File: src/rtl/time_pkg.sv
// Shared types, digit limits and load-legality check for the HH:MM:SS BCD time register.
package time_pkg;

  typedef logic [3:0] bcd_digit_t;

  localparam bcd_digit_t SEC_T_MAX       = 4'd5;
  localparam bcd_digit_t MIN_T_MAX       = 4'd5;
  localparam bcd_digit_t ONES_MAX        = 4'd9;
  localparam bcd_digit_t HOUR_T_MAX      = 4'd2;
  localparam bcd_digit_t HOUR_O_MAX_AT_2 = 4'd3;

  // True when the six digits form a valid 24-hour time 00:00:00 .. 23:59:59.
  function automatic logic bcd_time_legal(input bcd_digit_t ht, input bcd_digit_t ho,
                                          input bcd_digit_t mt, input bcd_digit_t mo,
                                          input bcd_digit_t st, input bcd_digit_t so);
    logic ok;
    ok = (ht <= HOUR_T_MAX) && (ho <= ONES_MAX) &&
         (mt <= MIN_T_MAX)  && (mo <= ONES_MAX) &&
         (st <= SEC_T_MAX)  && (so <= ONES_MAX);
    if ((ht == HOUR_T_MAX) && (ho > HOUR_O_MAX_AT_2)) ok = 1'b0;
    return ok;
  endfunction

endpackage

File: src/rtl/bcd_digit_counter.sv
// One BCD digit: wraps from max_val to 0, carry flags the wrapping increment.
module bcd_digit_counter
  import time_pkg::*;
(
  input  logic       clk,
  input  logic       rst,
  input  bcd_digit_t max_val,
  input  logic       inc,
  input  logic       load,
  input  bcd_digit_t load_val,
  output bcd_digit_t q,
  output logic       carry
);

  assign carry = inc && (q == max_val);

  // Load takes priority over increment; increment wraps at max_val.
  always_ff @(posedge clk or posedge rst) begin
    if (rst) begin
      q <= '0;
    end else if (load) begin
      q <= load_val;
    end else if (inc) begin
      q <= (q == max_val) ? '0 : q + 4'd1;
    end
  end

endmodule

File: src/rtl/bcd_time_counter.sv
// HH:MM:SS 24-hour BCD time register: prescaled seconds time-base, digit cascade,
// validated time-set loads and registered status pulses.
module bcd_time_counter
  import time_pkg::*;
#(
  parameter int TICK_DIV = 1
) (
  input  logic       clk,
  input  logic       rst,
  input  logic       tick_en,
  input  logic       hold,
  input  logic       set_valid,
  input  logic [3:0] set_ht,
  input  logic [3:0] set_ho,
  input  logic [3:0] set_mt,
  input  logic [3:0] set_mo,
  input  logic [3:0] set_st,
  input  logic [3:0] set_so,
  output logic [3:0] ht,
  output logic [3:0] ho,
  output logic [3:0] mt,
  output logic [3:0] mo,
  output logic [3:0] st,
  output logic [3:0] so,
  output logic       sec_pulse,
  output logic       day_pulse,
  output logic       set_err
);

  localparam int PW = $clog2(TICK_DIV + 1);
  localparam logic [PW-1:0] PRE_LAST = PW'(TICK_DIV - 1);

  logic [PW-1:0] pre;
  logic          pre_step;
  logic          pre_wrap;
  logic          load_legal;
  logic          load_ok;
  logic          advance;
  bcd_digit_t    ho_max;
  logic          c_so, c_st, c_mo, c_mt, c_ho, c_ht;

  assign pre_step   = tick_en && !hold;
  assign pre_wrap   = pre_step && (pre == PRE_LAST);
  assign load_legal = bcd_time_legal(set_ht, set_ho, set_mt, set_mo, set_st, set_so);
  assign load_ok    = set_valid && load_legal;
  // A legal load discards a coincident advance.
  assign advance    = pre_wrap && !load_ok;

  // Hours ones stop at 3 in the twenties so that 23 rolls straight to 00.
  assign ho_max = (ht == HOUR_T_MAX) ? HOUR_O_MAX_AT_2 : ONES_MAX;

  // Prescaler: counts unheld ticks, wraps on the advancing tick, cleared by a legal load.
  always_ff @(posedge clk or posedge rst) begin
    if (rst) begin
      pre <= '0;
    end else if (load_ok) begin
      pre <= '0;
    end else if (pre_step) begin
      pre <= pre_wrap ? '0 : pre + PW'(1);
    end
  end

  // Status pulses, one clk wide, registered like the digits.
  always_ff @(posedge clk or posedge rst) begin
    if (rst) begin
      sec_pulse <= 1'b0;
      day_pulse <= 1'b0;
      set_err   <= 1'b0;
    end else begin
      sec_pulse <= advance;
      day_pulse <= c_ht;
      set_err   <= set_valid && !load_legal;
    end
  end

  bcd_digit_counter u_so (.clk(clk), .rst(rst), .max_val(ONES_MAX),   .inc(advance),
                          .load(load_ok), .load_val(set_so), .q(so), .carry(c_so));
  bcd_digit_counter u_st (.clk(clk), .rst(rst), .max_val(SEC_T_MAX),  .inc(c_so),
                          .load(load_ok), .load_val(set_st), .q(st), .carry(c_st));
  bcd_digit_counter u_mo (.clk(clk), .rst(rst), .max_val(ONES_MAX),   .inc(c_st),
                          .load(load_ok), .load_val(set_mo), .q(mo), .carry(c_mo));
  bcd_digit_counter u_mt (.clk(clk), .rst(rst), .max_val(MIN_T_MAX),  .inc(c_mo),
                          .load(load_ok), .load_val(set_mt), .q(mt), .carry(c_mt));
  bcd_digit_counter u_ho (.clk(clk), .rst(rst), .max_val(ho_max),     .inc(c_mt),
                          .load(load_ok), .load_val(set_ho), .q(ho), .carry(c_ho));
  bcd_digit_counter u_ht (.clk(clk), .rst(rst), .max_val(HOUR_T_MAX), .inc(c_ho),
                          .load(load_ok), .load_val(set_ht), .q(ht), .carry(c_ht));

endmodule

File: config.mk
export PLATFORM = sky130hd
export DESIGN_NAME = bcd_time_counter
export DESIGN_NICKNAME = d
export VERILOG_FILES = /design/src/rtl/time_pkg.sv /design/src/rtl/bcd_digit_counter.sv /design/src/rtl/bcd_time_counter.sv
export SDC_FILE = /design/constraint.sdc
export NUM_CORES = 1
export LEC_CHECK = 0
export ABC_AREA = 1
export BUFFER_PORTS_ARGS = -buffer_cell sky130_fd_sc_hd__buf_4
export CORE_MARGIN = 1.5
export CORE_UTILIZATION = 36
export CTS_BUF_LIST = sky130_fd_sc_hd__clkbuf_8
export CTS_CLUSTER_DIAMETER = 200
export CTS_CLUSTER_SIZE = 40
export DETAILED_ROUTE_END_ITERATION = 7
export RECOVER_POWER = 100
export SYNTH_ARGS = -nofsm -noshare
export SYNTH_HDL_FRONTEND = slang
export SYNTH_SLANG_ARGS = --single-unit
File: constraint.sdc
create_clock -name clk -period 2.1 [get_ports clk]
set_input_delay 0.105 -clock clk [delete_from_list [all_inputs] [get_ports clk]]
set_output_delay 0.105 -clock clk [all_outputs]
set_load 0.02 [all_outputs]
# == Word level (Yosys, flattened, before mapping) ==
# Index checks and enable logic that the tools add are counted.
# classes
n_addsub,7
multipliers,0
div_mod_pow,0
magnitude_cmp,7
n_eq_ne,7
shifts,0
muxes,23
bitwise_logic,1
reduce_logical,27
# op_table
cell,count
$mux W4,19
$add A4 B1 Y4 const B,6
$logic_and A1 B1 Y1,17
$reduce_bool A2 Y1,7
$le A4 B4 Y1 const B,3
$eq A4 B2 Y1 const B,2
$eq A4 B3 Y1 const B,2
$eq A4 B4 Y1 const B,2
$le A4 B3 Y1 const B,2
$eq A4 B4 Y1,1
$gt A4 B2 Y1 const B,1
$le A4 B2 Y1 const B,1
$mux W1,4
$logic_not A1 Y1,3
$add A1 B1 Y1 const B,1
$not A1 Y1,1
# totals
register_bits,28
latch_bits,0
mem_bits_rw,0
romBits,0
in_bits,29
out_inout_bits,27
elab_cells,82
memories,0

# == Logic depth before layout (Yosys ltp) ==
# depth
word_depth,17
mapped_depth,12
depth_no_buf,12

# == Hierarchy ==
# Synthesis repeated with hierarchy kept, for this count alone.
# hier_totals
hier_cells,378
hier_area_um2,2269.7
# modules_own_cells
module,instances,cells_per_inst,area_each_um2,seq_area_each_um2
bcd_digit_counter,6,57,334.1,100.1
bcd_time_counter,1,36,265.3,100.1

# == Worst setup path before layout ==
# No wires, ideal clock.
# synth_path
kind,register -> register
startpoint,reg u_so.q[0]
endpoint,reg u_ht.q[0]
setup_time_ps,118
arrival_ps,1493
t_required_ps,1982
slack_ps,490
path_stages_with_launch,9
path_buffers,0
synth_period_minus_slack_ps,1610
path_cell_list,dfrtp_1 inv_2 or2_4 nor3_4 nand4_2 nor2_4 nand3_2 nand3_1 nand2_1
# synth_via
elab_chain_len,7
# synth_rtl
item,line_no,rtl
"start, declared",bcd_digit_counter.sv:11,"output bcd_digit_t q,"
"start signal, assigned",bcd_digit_counter.sv:22,q <= load_val;
"start signal, assigned",bcd_digit_counter.sv:24,q <= (q == max_val) ? '0 : q + 4'd1;
$eq A4 B4 Y1,bcd_digit_counter.sv:15,assign carry = inc && (q == max_val);
$logic_and A1 B1 Y1 (5 in a row),bcd_digit_counter.sv:15,
$reduce_bool A2 Y1 (no source line),--,
"end signal, assigned",bcd_digit_counter.sv:22,
"end signal, assigned",bcd_digit_counter.sv:24,
"end, declared",bcd_digit_counter.sv:11,
# Every way passes these cells.
# A chain may end at the register's enable or synchronous reset.

# == Worst setup path after layout ==
# layout_path
startpoint,reg u_mt.q[0]
endpoint,reg u_ho.q[0]
# layout_via
elab_chain_len,3
# layout_rtl
item,line_no
"start, declared",bcd_digit_counter.sv:11
"start signal, assigned",bcd_digit_counter.sv:22
"start signal, assigned",bcd_digit_counter.sv:24
$eq A4 B3 Y1,bcd_digit_counter.sv:15
$logic_and A1 B1 Y1,bcd_digit_counter.sv:15
$reduce_bool A2 Y1 (no source line),--
"end signal, assigned",bcd_digit_counter.sv:22
"end signal, assigned",bcd_digit_counter.sv:24
"end, declared",bcd_digit_counter.sv:11
# Every way passes these cells.

==> results.json <==
{
  "tightest_slew_ns": 0.747,
  "maxSlewHeadroom_pct": 50.2,
  "hpwl_mm": 3.16,
  "cts_root_buf": "clkbuf_8",
  "finalNetCount": 326,
  "synth_edf_count": 0,
  "setup_violations": 0,
  "die_w_um": 73.1,
  "drt_iter0_drc": 130,
  "cts_tree": "built",
  "first_pass_iters": 4,
  "crit_buf_inv": 1,
  "status": "finished clean",
  "path_class": "register to register",
  "rsz0062_at_grt": "no",
  "yosysWarnings": 0,
  "irDropWorstVdd_v": 0.000409,
  "fin_crit_sh_pct": 83.8,
  "start_kind": "register",
  "synthDistinctLibCells": 36,
  "min_to": "u_so.q[3]",
  "first_global_vias": 1566,
  "clk_pin_slew_worst_paths_ns": 0.10,
  "synth_nets": 267,
  "crit_fanout": 8,
  "yosys_most_used_dff": "dfrtp_1",
  "reg2reg_setup_slack_ns": 0.34,
  "p_leak_nw": 1.07,
  "avgSynthCellArea_um2": 7.45,
  "hold_depth": 3,
  "stdcell_count": 362,
  "ant_nets": 0,
  "grt_overflow": 0,
  "synth_cells": 237,
  "tns_ns": 0,
  "syn_area_um2": 1770,
  "min_from": "set_so[3]",
  "via_per_inst": 4.79,
  "place.gp.congestion": 0.850,
  "holdWs_ns": 0.0612,
  "die_y_um": 73.1,
  "ys_seq_elements": 28,
  "worst_slack_ns": 0.341,
  "io_buffers": 55,
  "critical_path_arrival_ns": 1.96,
  "start_util_pct": 37.4,
  "drc": 0,
  "diodes": 0,
  "fmax_mhz": 568,
  "fp.coreArea_um2": 4720,
  "finalInstanceArea_um2": 2210,
  "r2r_cells": 6,
  "grt_max_degree": 29,
  "pin_count": 56,
  "wirelength_mm": 4.20,
  "cts-resized-gates": 0,
  "antenna_found_initial": 0,
  "clockBufferDepth": 2,
  "finalHoldViolations": 0,
  "clkSinkCount": 28,
  "seq_area_frac_synth_pct": 39.7,
  "wl_per_cell_um": 11.6,
  "dpl_cell_area_um2": 2250,
  "grt_pass1_wl_mm": 7.02,
  "max_stage_delay_ns": 0.50,
  "skew_ns": 0.00527,
  "drv_cap": 0,
  "power.density_nw_per_um2": 779,
  "placed_cells": 357,
  "num_rows": 25,
  "r2r_end": "u_ho.q[0]",
  "hold_class": "input port to register",
  "crit_family": "simple AND/OR/NAND/NOR gates",
  "cp.required_ns": 2.30,
  "die_area_um2": 5340,
  "period_needed_ns": 1.76,
  "syn2layout_area_growth_pct": 24.9,
  "clock_latency_ns": 0.28,
  "setup.worst_path.end_class": "register",
  "final_max_slew_viol_count": 0,
  "grt_util_all_layers_pct": 16.7,
  "crit_chain": "inv_1, nor3_1, nand3_1, nand2_4, nand2_1, o21ai_0",
  "cts_max_level": 1,
  "synthArstFlopShare_pct": 100,
  "cp_slowest_cell": "nor3_1",
  "r2r_start": "u_mt.q[0]",
  "vias": 1735,
  "drive_above_1_share_pct": 14.9,
  "place_ws_ns": 0.247,
  "cts_buffers": 3
}
[sequential cells by signal, indices dropped and copies added (netlist names)]
register	flops
u_st.q	4
u_mt.q	4
u_so.q	4
day_pulse	1
sec_pulse	1
u_ho.q	4
u_mo.q	4
pre	1
u_ht.q	4
set_err	1
[placed cells by master (no fill, tap or decap), types with 2 or more instances in the layout]
master,count
nand2_1,59
xor2_1,6
clkbuf_4,2
inv_2,2
nor3_1,6
o311ai_0,2
buf_4,28
o21ai_0,27
nand3_1,27
o21ai_1,2
clkbuf_1,27
o211ai_1,4
clkbuf_8,3
inv_1,31
a21oi_1,6
dfrtp_1,28
nand4_1,3
nor2_1,12
[repair_timing]
action,CTS,global route
hold buffers,1,0
buffers inserted,0,0
endpoints found under the hold margin,28,0
[worst max-delay path by stage]
stage | from | end | slack, ns | cells past startpoint
after floorplan | u_so.q[0] | u_ht.q[0] | 0.49 | 8
after global placement | set_so[1] | u_ho.q[3] | 0.25 | 10
after detailed placement | set_so[1] | u_ho.q[3] | 0.25 | 10
after CTS | u_so.q[0] | u_ht.q[2] | 0.42 | 8
after global routing | u_so.q[0] | u_ht.q[0] | 0.16 | 9
final | u_mt.q[0] | u_ho.q[0] | 0.34 | 6
[synthesized netlist by cell type, types with 2 or more instances]
library cell	instances	area share (%)
a21oi_1	6	1.7
buf_2	2	0.57
buf_4	2	0.85
dfrtp_1	28	40
inv_1	30	6.4
inv_2	3	0.64
nand2_1	58	12
nand3_1	25	7.1
nand3_2	3	1.7
nand4_1	2	0.71
nor2_1	12	2.5
nor3_1	6	1.7
o211ai_1	4	1.7
o21ai_0	25	7.1
o21ai_1	4	1.1
o311ai_0	2	0.99
xor2_1	6	3.0
[per-stage QoR]
step	utilization [%]	power, mW
global route	46.7	1.84
global placement	47.6	1.39
floorplan	-	1.13
finish	46.7	1.72
CTS	49.4	1.83
detailed placement	47.6	1.38
[final cells by class]
type                            count  area (um2)
Sequential cell                    28         701
Clock buffer                        3        41.3
Tap cell                           67        83.8
Clock inverter                      1        30.0
Multi-Input combinational cell    171         885
Fill cell                         510        2520
Inverter                           33         124
Timing Repair Buffer               59         342
[report_power, final]
group          internal [mW]  total, mW  switching [mW]
sequential             0.626      0.736           0.110
combinational          0.203      0.548           0.345
clock                  0.255      0.435           0.179
total                   1.09       1.72           0.634
[worst min-delay path, stage by stage]
cell	delay (ns)
buf_4	0.08
nand2_1	0.04
o311ai_0	0.07
[kinds of logic (layout without fill, tap and decap cells)]
logic type               Yosys count  count (layout)  synth area share [%]
buffers and inverters             38              96                  9.06
AND/OR/NAND/NOR                  115             115                  31.6
XOR/XNOR                           7               7                  3.47
adder cells (fa/ha/maj)            1               1                 0.708
flip-flops                        28              28                  39.7
AO/OA/AOI/OAI                     48              48                  15.5
[routing by layer]
layer  vias to the layer above  GRT usage [%]  part of all wire (%)
li1                        900              -                     -
met2                        51           25.7                    45
met3                         6           2.35                   5.3
met5                         -              0                     0
met4                         0           5.45                   1.5
met1                       778           24.1                    49
(Power assumes the default switching activity.)
